===== config.mk =====
export PLATFORM = sky130hd
export DESIGN_NAME = mdu_hilo
export DESIGN_NICKNAME = d
export VERILOG_FILES = /design/src/rtl/mdu_hilo.sv
export SDC_FILE = /design/constraint.sdc
export NUM_CORES = 1
export LEC_CHECK = 0
export CELL_PAD_IN_SITES_DETAIL_PLACEMENT = 0
export CELL_PAD_IN_SITES_GLOBAL_PLACEMENT = 1
export CORE_MARGIN = 5
export CORE_UTILIZATION = 40
export DETAILED_ROUTE_END_ITERATION = 16
export PLACE_DENSITY = 0.81
export SYNTH_ARGS = -nofsm -noshare
export SYNTH_HDL_FRONTEND = slang
export SYNTH_SLANG_ARGS = --single-unit
export TNS_END_PERCENT = 50

===== constraint.sdc =====
create_clock -name clk -period 9.7 [get_ports clk]
set_input_delay 1.94 -clock clk [delete_from_list [all_inputs] [get_ports clk]]
set_output_delay 1.94 -clock clk [all_outputs]
set_load 0.005 [all_outputs]

===== src/rtl/mdu_hilo.sv =====
// mdu_hilo: iterative multiply/divide unit holding the architectural HI/LO pair.
// MULT/MULTU/DIV/DIVU take WORD_WIDTH CALC cycles plus one FIX cycle;
// MTHI/MTLO write HI/LO in a single cycle.
//
// Ports:
//   clk     rising-edge clock
//   rst_n   asynchronous active-low reset
//   start   request, sampled only while busy = 0
//   op      000 NOP, 001 MULT, 010 MULTU, 011 DIV, 100 DIVU, 101 MTHI, 110 MTLO, 111 NOP
//   inA     rs operand (multiplicand, dividend, MTHI/MTLO data)
//   inB     rt operand (multiplier, divisor)
//   cancel  pipeline flush, aborts any operation in flight
//   busy    multi-cycle operation in progress
//   done    one-cycle pulse after HI/LO were updated
//   hi, lo  HI and LO registers
module mdu_hilo #(
  parameter int WORD_WIDTH = 32
) (
  input  logic                  clk,
  input  logic                  rst_n,
  input  logic                  start,
  input  logic [2:0]            op,
  input  logic [WORD_WIDTH-1:0] inA,
  input  logic [WORD_WIDTH-1:0] inB,
  input  logic                  cancel,
  output logic                  busy,
  output logic                  done,
  output logic [WORD_WIDTH-1:0] hi,
  output logic [WORD_WIDTH-1:0] lo
);

  localparam int W  = WORD_WIDTH;
  localparam int CW = $clog2(WORD_WIDTH);

  typedef enum logic [1:0] {S_IDLE, S_CALC, S_FIX} state_t;

  typedef enum logic [2:0] {
    OP_NOP   = 3'd0,
    OP_MULT  = 3'd1,
    OP_MULTU = 3'd2,
    OP_DIV   = 3'd3,
    OP_DIVU  = 3'd4,
    OP_MTHI  = 3'd5,
    OP_MTLO  = 3'd6,
    OP_RSVD  = 3'd7
  } op_t;

  state_t        state, state_next;
  op_t           op_dec;
  logic [CW-1:0] count;

  // acc: upper product half (multiply) or partial remainder (divide).
  // qr:  multiplier shifting out / dividend shifting out, quotient shifting in.
  // opb: multiplicand magnitude or divisor magnitude.
  logic [W-1:0]  acc, qr, opb;
  logic          is_div, neg_res, neg_rem;

  logic          accept, is_long, is_signed;
  logic          sign_a, sign_b;
  logic [W-1:0]  abs_a, abs_b;

  logic [W:0]    mul_sum;
  logic [W:0]    div_shift;
  logic [W-1:0]  div_diff;
  logic          div_ge;

  logic [2*W-1:0] fix_prod;
  logic [W-1:0]   fix_q, fix_r;

  assign op_dec    = op_t'(op);
  assign accept    = (state == S_IDLE) && start && !cancel;
  assign is_long   = (op_dec == OP_MULT) || (op_dec == OP_MULTU) ||
                     (op_dec == OP_DIV)  || (op_dec == OP_DIVU);
  assign is_signed = (op_dec == OP_MULT) || (op_dec == OP_DIV);
  assign sign_a    = is_signed && inA[W-1];
  assign sign_b    = is_signed && inB[W-1];
  assign abs_a     = sign_a ? (~inA + 1'b1) : inA;
  assign abs_b     = sign_b ? (~inB + 1'b1) : inB;
  assign busy      = (state != S_IDLE);

  always_comb begin
    // Multiply step: conditionally add multiplicand, then shift product right.
    mul_sum   = {1'b0, acc} + (qr[0] ? {1'b0, opb} : '0);
    // Restoring divide step on a W+1-bit partial remainder. When the trial
    // subtraction succeeds the result is below the divisor, so its low W bits
    // are exact and the partial remainder register only needs W bits.
    div_shift = {acc, qr[W-1]};
    div_ge    = (div_shift >= {1'b0, opb});
    div_diff  = div_shift[W-1:0] - opb;
    fix_prod  = {acc, qr};
    if (neg_res) fix_prod = ~fix_prod + 1'b1;
    fix_q     = neg_res ? (~qr + 1'b1) : qr;
    fix_r     = neg_rem ? (~acc + 1'b1) : acc;
  end

  always_ff @(posedge clk or negedge rst_n) begin
    if (!rst_n) state <= S_IDLE;
    else        state <= state_next;
  end

  always_comb begin
    state_next = state;
    unique case (state)
      S_IDLE: if (accept && is_long) state_next = S_CALC;
      S_CALC: if (count == '0)       state_next = S_FIX;
      S_FIX:                         state_next = S_IDLE;
      default:                       state_next = S_IDLE;
    endcase
    if (cancel) state_next = S_IDLE;
  end

  always_ff @(posedge clk or negedge rst_n) begin
    if (!rst_n) begin
      count   <= '0;
      acc     <= '0;
      qr      <= '0;
      opb     <= '0;
      is_div  <= 1'b0;
      neg_res <= 1'b0;
      neg_rem <= 1'b0;
      hi      <= '0;
      lo      <= '0;
      done    <= 1'b0;
    end else begin
      done <= 1'b0;
      if (accept) begin
        unique case (op_dec)
          OP_MULT, OP_MULTU, OP_DIV, OP_DIVU: begin
            count   <= CW'(W - 1);
            acc     <= '0;
            is_div  <= (op_dec == OP_DIV) || (op_dec == OP_DIVU);
            neg_res <= sign_a ^ sign_b;
            neg_rem <= sign_a;
            if ((op_dec == OP_DIV) || (op_dec == OP_DIVU)) begin
              qr  <= abs_a;
              opb <= abs_b;
            end else begin
              qr  <= abs_b;
              opb <= abs_a;
            end
          end
          OP_MTHI: begin
            hi   <= inA;
            done <= 1'b1;
          end
          OP_MTLO: begin
            lo   <= inA;
            done <= 1'b1;
          end
          default: ;
        endcase
      end else if (state == S_CALC && !cancel) begin
        if (count != '0) count <= count - 1'b1;
        if (is_div) begin
          acc <= div_ge ? div_diff : div_shift[W-1:0];
          qr  <= {qr[W-2:0], div_ge};
        end else begin
          acc <= mul_sum[W:1];
          qr  <= {mul_sum[0], qr[W-1:1]};
        end
      end else if (state == S_FIX && !cancel) begin
        if (is_div) begin
          lo <= fix_q;
          hi <= fix_r;
        end else begin
          hi <= fix_prod[2*W-1:W];
          lo <= fix_prod[W-1:0];
        end
        done <= 1'b1;
      end
    end
  end

endmodule


==> impl_metrics.py <==
metrics = {
    "status": {
        "status": "finished, final reports clean",
    },
    "cts": {
        "cts_buffer_depth": 2,
        "cts_buffers": 17,
        "clockRootBuffer": "clkbuf_16",
        "cts_sinks": 171,
        "cts-resized-gates": 0,
        "htree_levels": 4,
        "cts_tree": "done",
        "holdBufCountCts": 0,
        "clock_latency_ns": 0.45,
        "clk_pin_slew_worst_paths_ns": 0.07,
        "post-cts-setup-buffers": 0,
    },
    "global_routing": {
        "track_usage_pct": 25.7,
        "grt-ovfl-total": 0,
        "antenna_found_initial": 0,
        "grt_pass1_wl_um": 82100,
        "grt_max_degree": 68,
        "grt_pass1_vias": 13700,
    },
    "floorplanning": {
        "core-area_mm2": 0.0357,
        "dieArea_mm2": 0.0403,
        "initial_utilization_pct": 40.7,
        "die_w_um": 201,
        "pin_count": 137,
        "die_h_um": 201,
        "rows": 69,
    },
    "detailed_routing": {
        "avgViaCountPerCell": 6.11,
        "wl_met2_um": 23800,
        "wl_met3_um": 3320,
        "wl_per_cell_um": 22.6,
        "routed.top_layer": "met4",
        "num_vias": 14500,
        "drc_errors": 0,
        "ant_nets": 0,
        "drt-initial-drc-count": 1431,
        "wirelength_met1_um": 24700,
        "finalWirelength_um": 53700,
        "drt-pass1-iter-count": 6,
    },
    "logic_synthesis": {
        "synthFlopType": "dfrtp_1",
        "netlist_instances": 1842,
        "yosys-top-cells-area": "dfrtp_1, ha_1, xor2_1",
        "synth_top_family_by_area": "compound AO/OA/AOI/OAI gates",
        "avgSynthCellArea_um2": 7.90,
        "ys_seq_elements": 171,
        "synth_mux_area_share_pct": 3.84,
        "ys_seq_area_share_pct": 29.4,
        "synth_compound_area_share_pct": 26.0,
        "ys_warn_count": 0,
        "synth.cell_area_mm2": 0.0145,
        "synth_async_sr_flop_share_pct": 100,
        "synth.net_count": 1985,
        "netlist.area_leader.share_pct": 29.4,
        "yosys.area.top_type": "dfrtp_1",
        "yosysMostFrequentCell": "nand2_1",
        "synth_simple_gate_area_share_pct": 19.0,
        "yosys.area_share.xor_xnor_pct": 10.7,
        "synth-edff-count": 0,
        "synth.distinct_cells": 69,
        "synth_commonest_cells": "nand2_1, nor2_1, dfrtp_1, o21ai_0, a21oi_1",
        "yosys.area_share.adder_pct": 6.30,
    },
    "finish": {
        "drive_gt1_share_pct": 4.44,
        "stdcell_area_mm2": 0.0168,
        "nets": 2045,
        "diodes": 0,
        "final_cells": 2376,
        "syn_to_final_growth_pct": 15.5,
        "final_util_pct": 47.0,
    },
    "placed_design": {
        "place_hpwl_um": 41100,
        "numPortBuffers": 136,
        "dp_slack_ns": 4.07,
        "placed_area_mm2": 0.0162,
        "gp_congestion": 0.925,
        "placedCellCount": 2344,
    },
    "power_and_ir_drop": {
        "p_seq_share_pct": 27.2,
        "ir_drop_mv": 0.141,
        "combPwrFrac_pct": 58.3,
        "switching_share_pct": 48.2,
        "pwr-share-clk_pct": 14.5,
        "p_leak_uw": 0.00719,
        "p_int_uw": 2590,
        "switching_power_uw": 2410,
        "powerDensity_mw_per_mm2": 297,
    },
    "critical_path": {
        "r2r_cells": 11,
        "worstSetupEndpoint": "opb[21]",
        "r2r_setup_slack_ns": 5.42,
        "slowest_delay_ns": 0.85,
        "required_ns": 10.07,
        "cp.depth": 10,
        "critPathCaptureType": "flip-flop",
        "crit_chain": "clkdlybuf4s50_1 > or4_1 > nor4_1 > and2_1 > nor4b_1 > nand2_1 > o41ai_1 > xor2_1 > mux2_2 > o21ai_0",
        "r2r_end": "acc[11]",
        "cpMaxStageDelayCell": "nor4b_1",
        "crit_start": "inA[5]",
        "cpLargestDelayFamily": "simple AND/OR/NAND/NOR gates",
        "path_max_fanout": 4,
        "worstSetupStartpointType": "primary input",
        "cp.buffers_inverters": 1,
        "worst-endpoint-arrival_ns": 5.68,
        "path_class": "in2reg",
        "r2r-start": "acc[23]",
    },
    "timing": {
        "worst_slack_ns": 4.38,
        "slew_viol_final": 0,
        "rsz0062_at_grt": "no",
        "timing.final.hold_violations": 0,
        "relSlewSlack_pct": 24.6,
        "layout_min_cycle_time_ns": 5.32,
        "max_freq_mhz": 188,
        "skew_ns": 0.0136,
        "finalSetupViolCount": 0,
        "tightest_slew_ns": 1.13,
        "fin_crit_sh_pct": 54.8,
        "finalSetupTns_ns": 0,
    },
    "hold_path": {
        "hp-class": "reg2reg",
    },
    "job": {
        "drv_cap": 0,
    },
}
==> kinds of logic after synthesis <==
group                      count (synthesis)
DFF                                      171
adders and majority gates                 72
muxes                                     55
xor gates and xnor gates                 178
and+or+nand+nor                          603
AOI/OAI and AO/OA                        584
buffers and inverters                    179
==> power groups by stage <==
stage | Combinational (uW) | Clock [uW] | Sequential [uW]
6_report | 2920 | 724 | 1360
5_1_grt | 3210 | 755 | 1400
4_1_cts | 2880 | 726 | 1350
3_5_place_dp | 2870 | 0 | 1360
3_3_place_gp | 2830 | 0 | 1350
2_1_floorplan | 2060 | 0 | 1200
==> per-stage QoR <==
step / power (uW) / hold slack, ns
6_report: 5000 / 0.478
5_1_grt: 5360 / 0.505
3_5_place_dp: 4220 / 0.466
2_1_floorplan: 3260 / 0.450
3_3_place_gp: 4180 / 0.460
4_1_cts: 4960 / 0.482
==> registers in the layout (all words and copies together) (netlist names) <==
name / cells
acc: 32
hi: 32
lo: 32
opb: 32
qr: 32
count: 5
state: 2
done: 1
is_div: 1
neg_rem: 1
neg_res: 1
==> worst reg2reg max path: stages (launching register included) <==
cell	delay [ns]
dfrtp_1	0.55
ha_1	0.50
nand2_1	0.13
or3_1	0.48
or4_1	0.62
o41ai_1	0.61
nor2_1	0.10
o31a_2	0.21
buf_4	0.32
mux2_2	0.35
mux2i_1	0.16
o21ai_0	0.09
==> area by class of cell <==
cell class | count | area (um^2)
Clock buffer | 17 | 425
Tap cell | 461 | 577
Inverter | 68 | 255
Fill cell | 3564 | 18900
Sequential cell | 171 | 4280
Multi-Input combinational cell | 1492 | 9610
Clock inverter | 15 | 165
Timing Repair Buffer | 152 | 1480
==> how the worst min path moves through the flow <==
stage | cells past startpoint | slack [ns] | end | from
3_5_place_dp | 1 | 0.47 | lo[5] | lo[5]
6_report | 1 | 0.48 | lo[5] | lo[5]
3_3_place_gp | 2 | 0.46 | lo[24] | lo[24]
5_1_grt | 1 | 0.51 | lo[14] | lo[14]
4_1_cts | 1 | 0.48 | lo[5] | lo[5]
2_1_floorplan | 2 | 0.45 | opb[10] | opb[10]
==> layout by cell type (no fill, tap or decap), types with 6 or more instances in the layout <==
cell type,Yosys,final
o21a_1,12,12
nor3_1,21,21
nor2_1,197,195
a21oi_1,127,127
and3_1,7,7
clkinvlp_4,0,6
nand2b_1,18,18
nor4_1,16,16
or3_1,19,19
or2_2,8,8
clkbuf_16,0,17
o211ai_1,19,19
o21bai_1,7,7
clkdlybuf4s50_1,0,135
a31oi_1,31,31
o41ai_1,17,17
mux2_2,6,6
nand3b_1,8,8
mux2i_1,49,49
a21o_1,31,31
nand3_1,43,43
buf_4,0,16
a21boi_0,12,12
o31ai_1,48,48
o21ai_0,149,149
ha_1,70,70
nor2b_1,7,7
and2_1,8,7
xnor2_1,86,86
dfrtp_1,171,170
xor2_1,92,92
inv_1,68,68
a211oi_1,21,21
nand2_1,211,209
a22oi_1,19,19
or4_1,12,12
nand4_1,9,9
o221ai_1,56,56
==> metal layers <==
layer	GRT usage, %	up-vias
met3	3.52	78
li1	-	6795
met4	8.73	0
met2	39.5	576
met1	37.2	7071
met5	0	-
(Power assumes the default switching activity.)
